### config.mk
export PLATFORM = sky130hd
export DESIGN_NAME = mem_arbiter
export DESIGN_NICKNAME = d
export VERILOG_FILES = /design/src/rtl/mem_arbiter.sv
export SDC_FILE = /design/constraint.sdc
export NUM_CORES = 1
export LEC_CHECK = 0
export BUFFER_PORTS_ARGS = -buffer_cell sky130_fd_sc_hd__buf_2
export CELL_PAD_IN_SITES_DETAIL_PLACEMENT = 2
export CELL_PAD_IN_SITES_GLOBAL_PLACEMENT = 2
export CORE_ASPECT_RATIO = 1.25
export CORE_MARGIN = 2
export CORE_UTILIZATION = 24
export DETAILED_ROUTE_END_ITERATION = 6
export PLACE_DENSITY = 0.89
export SYNTH_ARGS = -nofsm -noshare
export SYNTH_HDL_FRONTEND = slang
export SYNTH_SLANG_ARGS = --single-unit
### constraint.sdc
create_clock -name clk -period 2.34 [get_ports clk]
set_input_delay 0.351 -clock clk [delete_from_list [all_inputs] [get_ports clk]]
set_output_delay 0.351 -clock clk [all_outputs]
set_load 0.005 [all_outputs]
### src/rtl/mem_arbiter.sv
// mem_arbiter: two-port round-robin arbiter in front of a single-port,
// synchronous-read memory (one access at a time).
//
// Ports:
//   clk, rst_n                 clock, async active-low reset
//   a_req/a_we/a_addr/a_wdata  port A request (UART command controller)
//   a_ack/a_rdata/a_rvalid     port A completion and read data
//   b_*                        same for port B (secondary engine)
//   mem_we/mem_addr/mem_din    memory command
//   mem_dout                   memory read data, one cycle after address
//   arb_state                  FSM state for LEDs (IDLE=0, ISSUE=1, READ_RSP=2)
//
// Optional build macro MEM_ARB_STATS_EN adds stats_clr, a_grant_cnt and
// b_grant_cnt: saturating 16-bit per-port ack counters.
module mem_arbiter #(
  parameter int MEM_WIDTH          = 8,
  parameter int MEM_DEPTH          = 256,
  parameter int MEM_ADDR_WIDTH     = $clog2(MEM_DEPTH),
  parameter int NUM_BYTES_PER_WORD = MEM_WIDTH / 8
) (
  input  logic                          clk,
  input  logic                          rst_n,
  input  logic                          a_req,
  input  logic [NUM_BYTES_PER_WORD-1:0] a_we,
  input  logic [MEM_ADDR_WIDTH-1:0]     a_addr,
  input  logic [MEM_WIDTH-1:0]          a_wdata,
  output logic                          a_ack,
  output logic [MEM_WIDTH-1:0]          a_rdata,
  output logic                          a_rvalid,
  input  logic                          b_req,
  input  logic [NUM_BYTES_PER_WORD-1:0] b_we,
  input  logic [MEM_ADDR_WIDTH-1:0]     b_addr,
  input  logic [MEM_WIDTH-1:0]          b_wdata,
  output logic                          b_ack,
  output logic [MEM_WIDTH-1:0]          b_rdata,
  output logic                          b_rvalid,
  output logic [NUM_BYTES_PER_WORD-1:0] mem_we,
  output logic [MEM_ADDR_WIDTH-1:0]     mem_addr,
  output logic [MEM_WIDTH-1:0]          mem_din,
  input  logic [MEM_WIDTH-1:0]          mem_dout,
`ifdef MEM_ARB_STATS_EN
  input  logic                          stats_clr,
  output logic [15:0]                   a_grant_cnt,
  output logic [15:0]                   b_grant_cnt,
`endif
  output logic [1:0]                    arb_state
);

  typedef enum logic [1:0] {
    IDLE     = 2'd0,
    ISSUE    = 2'd1,
    READ_RSP = 2'd2
  } state_t;

  localparam logic PORT_A = 1'b0;
  localparam logic PORT_B = 1'b1;

  state_t state, state_nxt;
  logic   owner, owner_nxt;
  logic   last_grant, last_grant_nxt;

  logic [NUM_BYTES_PER_WORD-1:0] own_we;
  logic [MEM_ADDR_WIDTH-1:0]     own_addr;
  logic [MEM_WIDTH-1:0]          own_wdata;
  logic                          wr_done, rd_done;
  logic [MEM_WIDTH-1:0]          a_rdata_q, b_rdata_q;

  assign own_we    = (owner == PORT_B) ? b_we    : a_we;
  assign own_addr  = (owner == PORT_B) ? b_addr  : a_addr;
  assign own_wdata = (owner == PORT_B) ? b_wdata : a_wdata;

  always_ff @(posedge clk or negedge rst_n) begin
    if (!rst_n) begin
      state      <= IDLE;
      owner      <= PORT_A;
      last_grant <= PORT_B;
    end else begin
      state      <= state_nxt;
      owner      <= owner_nxt;
      last_grant <= last_grant_nxt;
    end
  end

  always_comb begin
    state_nxt      = state;
    owner_nxt      = owner;
    last_grant_nxt = last_grant;
    case (state)
      IDLE: begin
        if (a_req && b_req) begin
          // rotate only on contention: loser of the previous tie wins now
          owner_nxt      = (last_grant == PORT_A) ? PORT_B : PORT_A;
          last_grant_nxt = owner_nxt;
          state_nxt      = ISSUE;
        end else if (a_req) begin
          owner_nxt = PORT_A;
          state_nxt = ISSUE;
        end else if (b_req) begin
          owner_nxt = PORT_B;
          state_nxt = ISSUE;
        end
      end
      ISSUE:    state_nxt = (own_we != '0) ? IDLE : READ_RSP;
      READ_RSP: state_nxt = IDLE;
      default:  state_nxt = IDLE;
    endcase
  end

  // Writes complete in ISSUE (memory commits at the closing edge); reads
  // complete in READ_RSP once mem_dout carries the addressed word.
  assign wr_done = (state == ISSUE) && (own_we != '0);
  assign rd_done = (state == READ_RSP);

  assign mem_we   = (state == ISSUE) ? own_we : '0;
  // Address/data follow the owner at all times; forced to 0 while in reset.
  assign mem_addr = rst_n ? own_addr  : '0;
  assign mem_din  = rst_n ? own_wdata : '0;

  assign a_ack    = (owner == PORT_A) && (wr_done || rd_done);
  assign b_ack    = (owner == PORT_B) && (wr_done || rd_done);
  assign a_rvalid = (owner == PORT_A) && rd_done;
  assign b_rvalid = (owner == PORT_B) && rd_done;

  // rdata register captures mem_dout at the end of READ_RSP; during the
  // rvalid cycle itself mem_dout is forwarded so data and strobe coincide.
  always_ff @(posedge clk or negedge rst_n) begin
    if (!rst_n) begin
      a_rdata_q <= '0;
      b_rdata_q <= '0;
    end else begin
      if (a_rvalid) a_rdata_q <= mem_dout;
      if (b_rvalid) b_rdata_q <= mem_dout;
    end
  end

  assign a_rdata   = a_rvalid ? mem_dout : a_rdata_q;
  assign b_rdata   = b_rvalid ? mem_dout : b_rdata_q;
  assign arb_state = state;

`ifdef MEM_ARB_STATS_EN
  always_ff @(posedge clk or negedge rst_n) begin
    if (!rst_n) begin
      a_grant_cnt <= '0;
      b_grant_cnt <= '0;
    end else if (stats_clr) begin
      a_grant_cnt <= '0;
      b_grant_cnt <= '0;
    end else begin
      if (a_ack && a_grant_cnt != 16'hFFFF) a_grant_cnt <= a_grant_cnt + 16'd1;
      if (b_ack && b_grant_cnt != 16'hFFFF) b_grant_cnt <= b_grant_cnt + 16'd1;
    end
  end
`endif

endmodule

* Word level (Yosys, flattened, before mapping)
Cells that the tools add are included.
** Word-level totals
- Latch bits :: 0
- Bits of input ports :: 46
- ROM bits :: 0
- Register bits after elaboration :: 20
- Output and inout port bits :: 39
- Bits in writable memories :: 0
- Logic and storage cells :: 37
- Memories kept :: 0
** Operators by class
- $lt $le $gt $ge :: 0
- Bitwise gates (word level) :: 1
- Equal/unequal tests :: 3
- Muxes and demuxes :: 17
- $add $sub $neg :: 0
- Div/mod/pow operators :: 0
- Multipliers :: 0
- Reduce and logical (&&, ||, !) cells :: 11
- Shift operators :: 0
** Operators by type and width (number)
- $mux 8 :: 6
- $mux 2 :: 4
- $logic_and 1x1->1 :: 6
- $mux 1 :: 6
- $ne 4x4->1 const B :: 1
- $pmux 2 s2 :: 1
- $reduce_and 2->1 :: 2
- $reduce_bool 3->1 :: 1
- $eq 2x1->1 const B :: 1
- $eq 2x2->1 const B :: 1
- $logic_not 2->1 :: 1
- $logic_or 1x1->1 :: 1
- $not 1->1 :: 1

* Logic depth before layout (Yosys ltp)
- Word-level depth :: 4
- Depth in mapped cells :: 4
- Depth with buffers taken out :: 2

* Least setup slack after synthesis
Ideal clock, no wire load.
- Path type :: reg2out
- Start :: register owner
- End :: output a_rdata[0]
- Path buffers :: 2
- Setup slack :: 0.819 ns
- Required time :: 1.989 ns
- Stages on the path, launching flop included :: 5
- Arrival :: 1.170 ns
- Cells stage by stage :: dfrtp_1 -> buf_2 -> nor3b_2 -> buf_4 -> mux2_2
** Between the ends
- Cells in the longest elaborated chain, start to end :: 3
** RTL lines
- start, declared :: RTL line 59 : logic owner, owner_nxt;
- start signal, assigned :: RTL line 79 : owner <= owner_nxt;
- $not 1->1 :: RTL line 121 : assign a_rvalid = (owner == PORT_A) && rd_done;
- $logic_and 1x1->1 :: RTL line 121
- net a_rvalid :: RTL line 29 : output logic a_rvalid,
- $mux 8 :: RTL line 136 : assign a_rdata = a_rvalid ? mem_dout : a_rdata_q;
- end, declared :: RTL line 28 : output logic [MEM_WIDTH-1:0] a_rdata,
The timed path passes the listed nets, and every way through them passes these cells.

* Worst setup path after layout
- Start :: register state[1] (netlist: arb_state[1])
- End :: output a_rdata[0]
** Between the ends
- Cells in the longest elaborated chain, start to end :: 3
** RTL lines
- start, declared :: RTL line 58 : state_t state, state_nxt;
- start signal, assigned :: RTL line 78 : state <= state_nxt;
- $eq 2x2->1 :: RTL line 112 : assign rd_done = (state == READ_RSP);
- $logic_and 1x1->1 :: RTL line 121
- $mux 8 :: RTL line 136
Every way passes these cells.

==> impl_metrics.env <==
export IMPL_worstSkewPairLatency_ns=0.25
export IMPL_grt_pass1_vias=1171
export IMPL_grt_pass1_wl_um=5160
export IMPL_critPathRequiredTime_ns=1.99
export IMPL_r2r_cells=3
export IMPL_cp_buffers_inverters=2
export IMPL_yosysTopAreaCell="dfrtp_1"
export IMPL_drt_wirelength_per_cell_um=14.2
export IMPL_ant_nets=0
export IMPL_remaining_drc_errors=0
export IMPL_final_cell_area_um2=1670
export IMPL_via_count=1065
export IMPL_syn_area_per_cell_um2=12.4
export IMPL_ys_seq_area_share_pct=43.5
export IMPL_synth_nets=139
export IMPL_synth_area_um2=1150
export IMPL_skew_ns=0.00211
export IMPL_synth_distinct_cells=25
export IMPL_rsz0062_at_grt="false"
export IMPL_holdWs_ns=0.00563
export IMPL_vias_per_cell=4.49
export IMPL_grt_max_degree=24
export IMPL_cts_tree="built"
export IMPL_start_util_pct=24.6
export IMPL_fillerInstances=549
export IMPL_die_width_um=66.0
export IMPL_place_area_um2=1610
export IMPL_hold_path_class="in -> async"
export IMPL_ctsHtreeMaxLevel=1
export IMPL_crit_family="flip-flops"
export IMPL_routed_wl_um=3360
export IMPL_cts_resized=0
export IMPL_critPathLaunchType="flip-flop"
export IMPL_drt_iter0_drc=7
export IMPL_antenna_found_initial=0
export IMPL_grt_total_usage_pct=12.7
export IMPL_clock_fmax_mhz=477
export IMPL_maxSlewViolCount=0
export IMPL_p_per_area_nw_per_um2=1070
export IMPL_path_depth=4
export IMPL_end_kind="output pin"
export IMPL_grt_overflow_total=0
export IMPL_synth_area_leaders="dfrtp_1 41%, mux2_2 16%, mux2i_1 15%"
export IMPL_hold_violations=0
export IMPL_status="finished clean"
export IMPL_core_um2=4690
export IMPL_antenna_cells=0
export IMPL_min_period_over_period_pct=89.6
export IMPL_cap_violations=0
export IMPL_clock_path_buffers=2
export IMPL_maxSlewHeadroom_pct=75.1
export IMPL_yosysWarnings=0
export IMPL_cts_hold_buf=0
export IMPL_post_cts_setup_buffers=0
export IMPL_cts_buffers=3
export IMPL_ioPinCount=85
export IMPL_fin_tns_setup_ns=0
export IMPL_vdd_drop_max_mv=0.262
export IMPL_portBuffers=84
export IMPL_crit_type="reg -> out"
export IMPL_clockRootBuffer="clkbuf_8"
export IMPL_period_needed_ns=2.10
export IMPL_fin_nets=224
export IMPL_worst_path_largest_cell_delay_ns=0.56
export IMPL_fin_util_pct=35.6
export IMPL_netlist_area_leader_share_pct=41.2
export IMPL_layout_commonest_cell="buf_2"
export IMPL_fp_dieArea_um2=5380
export IMPL_die_h_um=81.5
export IMPL_fp_row_count=28
export IMPL_path_clk_slew_ns=0.07
export IMPL_critPathArrivalTime_ns=1.74
export IMPL_synth_seq_cells=20
export IMPL_worst_pin_slew_ns=0.374
export IMPL_path_cells="nor3b_2 -> buf_4 -> mux2_2 -> buf_2"
export IMPL_worstPathMaxFanout=12
export IMPL_setup_viol=0
export IMPL_clock_sinks=20
export IMPL_gp_congestion=0.680
export IMPL_p_leak_uw=0.000902
export IMPL_final_cell_mix="84 x buf_2, 19 x dfrtp_1, 17 x mux2i_1, 16 x mux2_2, 16 x nor2b_1"
export IMPL_cp_slowest_cell="dfrtp_1"
export IMPL_dr_pass1_iters=3
export IMPL_syn2layout_area_growth_pct=44.7
export IMPL_hpwl_um=2780
export IMPL_syn_inst=93
export IMPL_drive_gt1_share_pct=63.3
## state kept, by name (all words and copies together) (netlist names)
name	cells
a_rdata_q	8
arb_state	2
b_rdata_q	8
last_grant	1
owner	1
## power by group
group	total [µW]	switching (µW)	internal [µW]
sequential	633	110	524
combinational	890	382	508
clock	262	113	150
total	1790	604	1180
## final timing paths
kind	start	endpoint	slack, ns
setup / recovery	arb_state[1]	a_rdata[0]	0.24
hold / removal	rst_n	b_rdata_q[0]	0.006
setup reg to reg	arb_state[1]	a_rdata_q[2]	0.86
hold reg to reg	b_rdata_q[3]	b_rdata_q[3]	0.50
max in group asynchronous	rst_n	last_grant	1.74
min in group clk	mem_dout[7]	b_rdata_q[7]	0.35
## synth_stat cells, drive strengths merged
cell,n
nor3b,2
inv,1
xor2,1
buf,6
a21oi,1
nor2b,16
nor2,1
dfrtp,19
a21boi,1
dfstp,1
a211oi,1
mux2,16
nor3,1
clkbuf,1
and4bb,1
nand3b,3
and3b,1
or3b,1
a22o,1
or2b,1
mux2i,17
## per-layer routing
metal,vias up,track usage [%],wire (µm)
li1,490,-,-
met1,503,13.3,1270
met2,70,23.7,1710
met3,2,4.52,370
met4,0,3.67,10
met5,-,0,0
## worst reg2reg max path, cell delays in order (launching register included)
cell and delay [ns]:
dfrtp_1 0.56, nor3b_2 0.23, buf_4 0.21, mux2_2 0.36
## logic make-up after synthesis
kind of cell,after synthesis,share of synthesized area [%]
XOR/XNOR,1,0.759
multiplexers,33,30.4
AO/OA/AOI/OAI,4,2.49
buffers and inverters,8,5.31
flip-flops,20,43.5
AND/OR/NAND/NOR,27,17.6
## through the flow
stage | setup slack [ns] | total power, µW | cells
6_report | 0.244 | 1790 | 237
5_1_grt | 0.0651 | 1940 | 237
4_1_cts | 0.191 | 1840 | 237
3_5_place_dp | 0.493 | 1560 | 233
3_3_place_gp | 0.556 | 1520 | 233
2_1_floorplan | 0.819 | 1220 | 93
## cell type report
class                   instances  area (µm²)  area share, %
well taps                      60        75.1           4.50
flip-flops and latches         20         502           30.1
multi-input cells              65         591           35.4
clock buffers                   4        55.1           3.30
repair buffers                 87         443           26.5
inverters                       1        3.75          0.225
No activity file was read; power rests on OpenSTA's default activity.
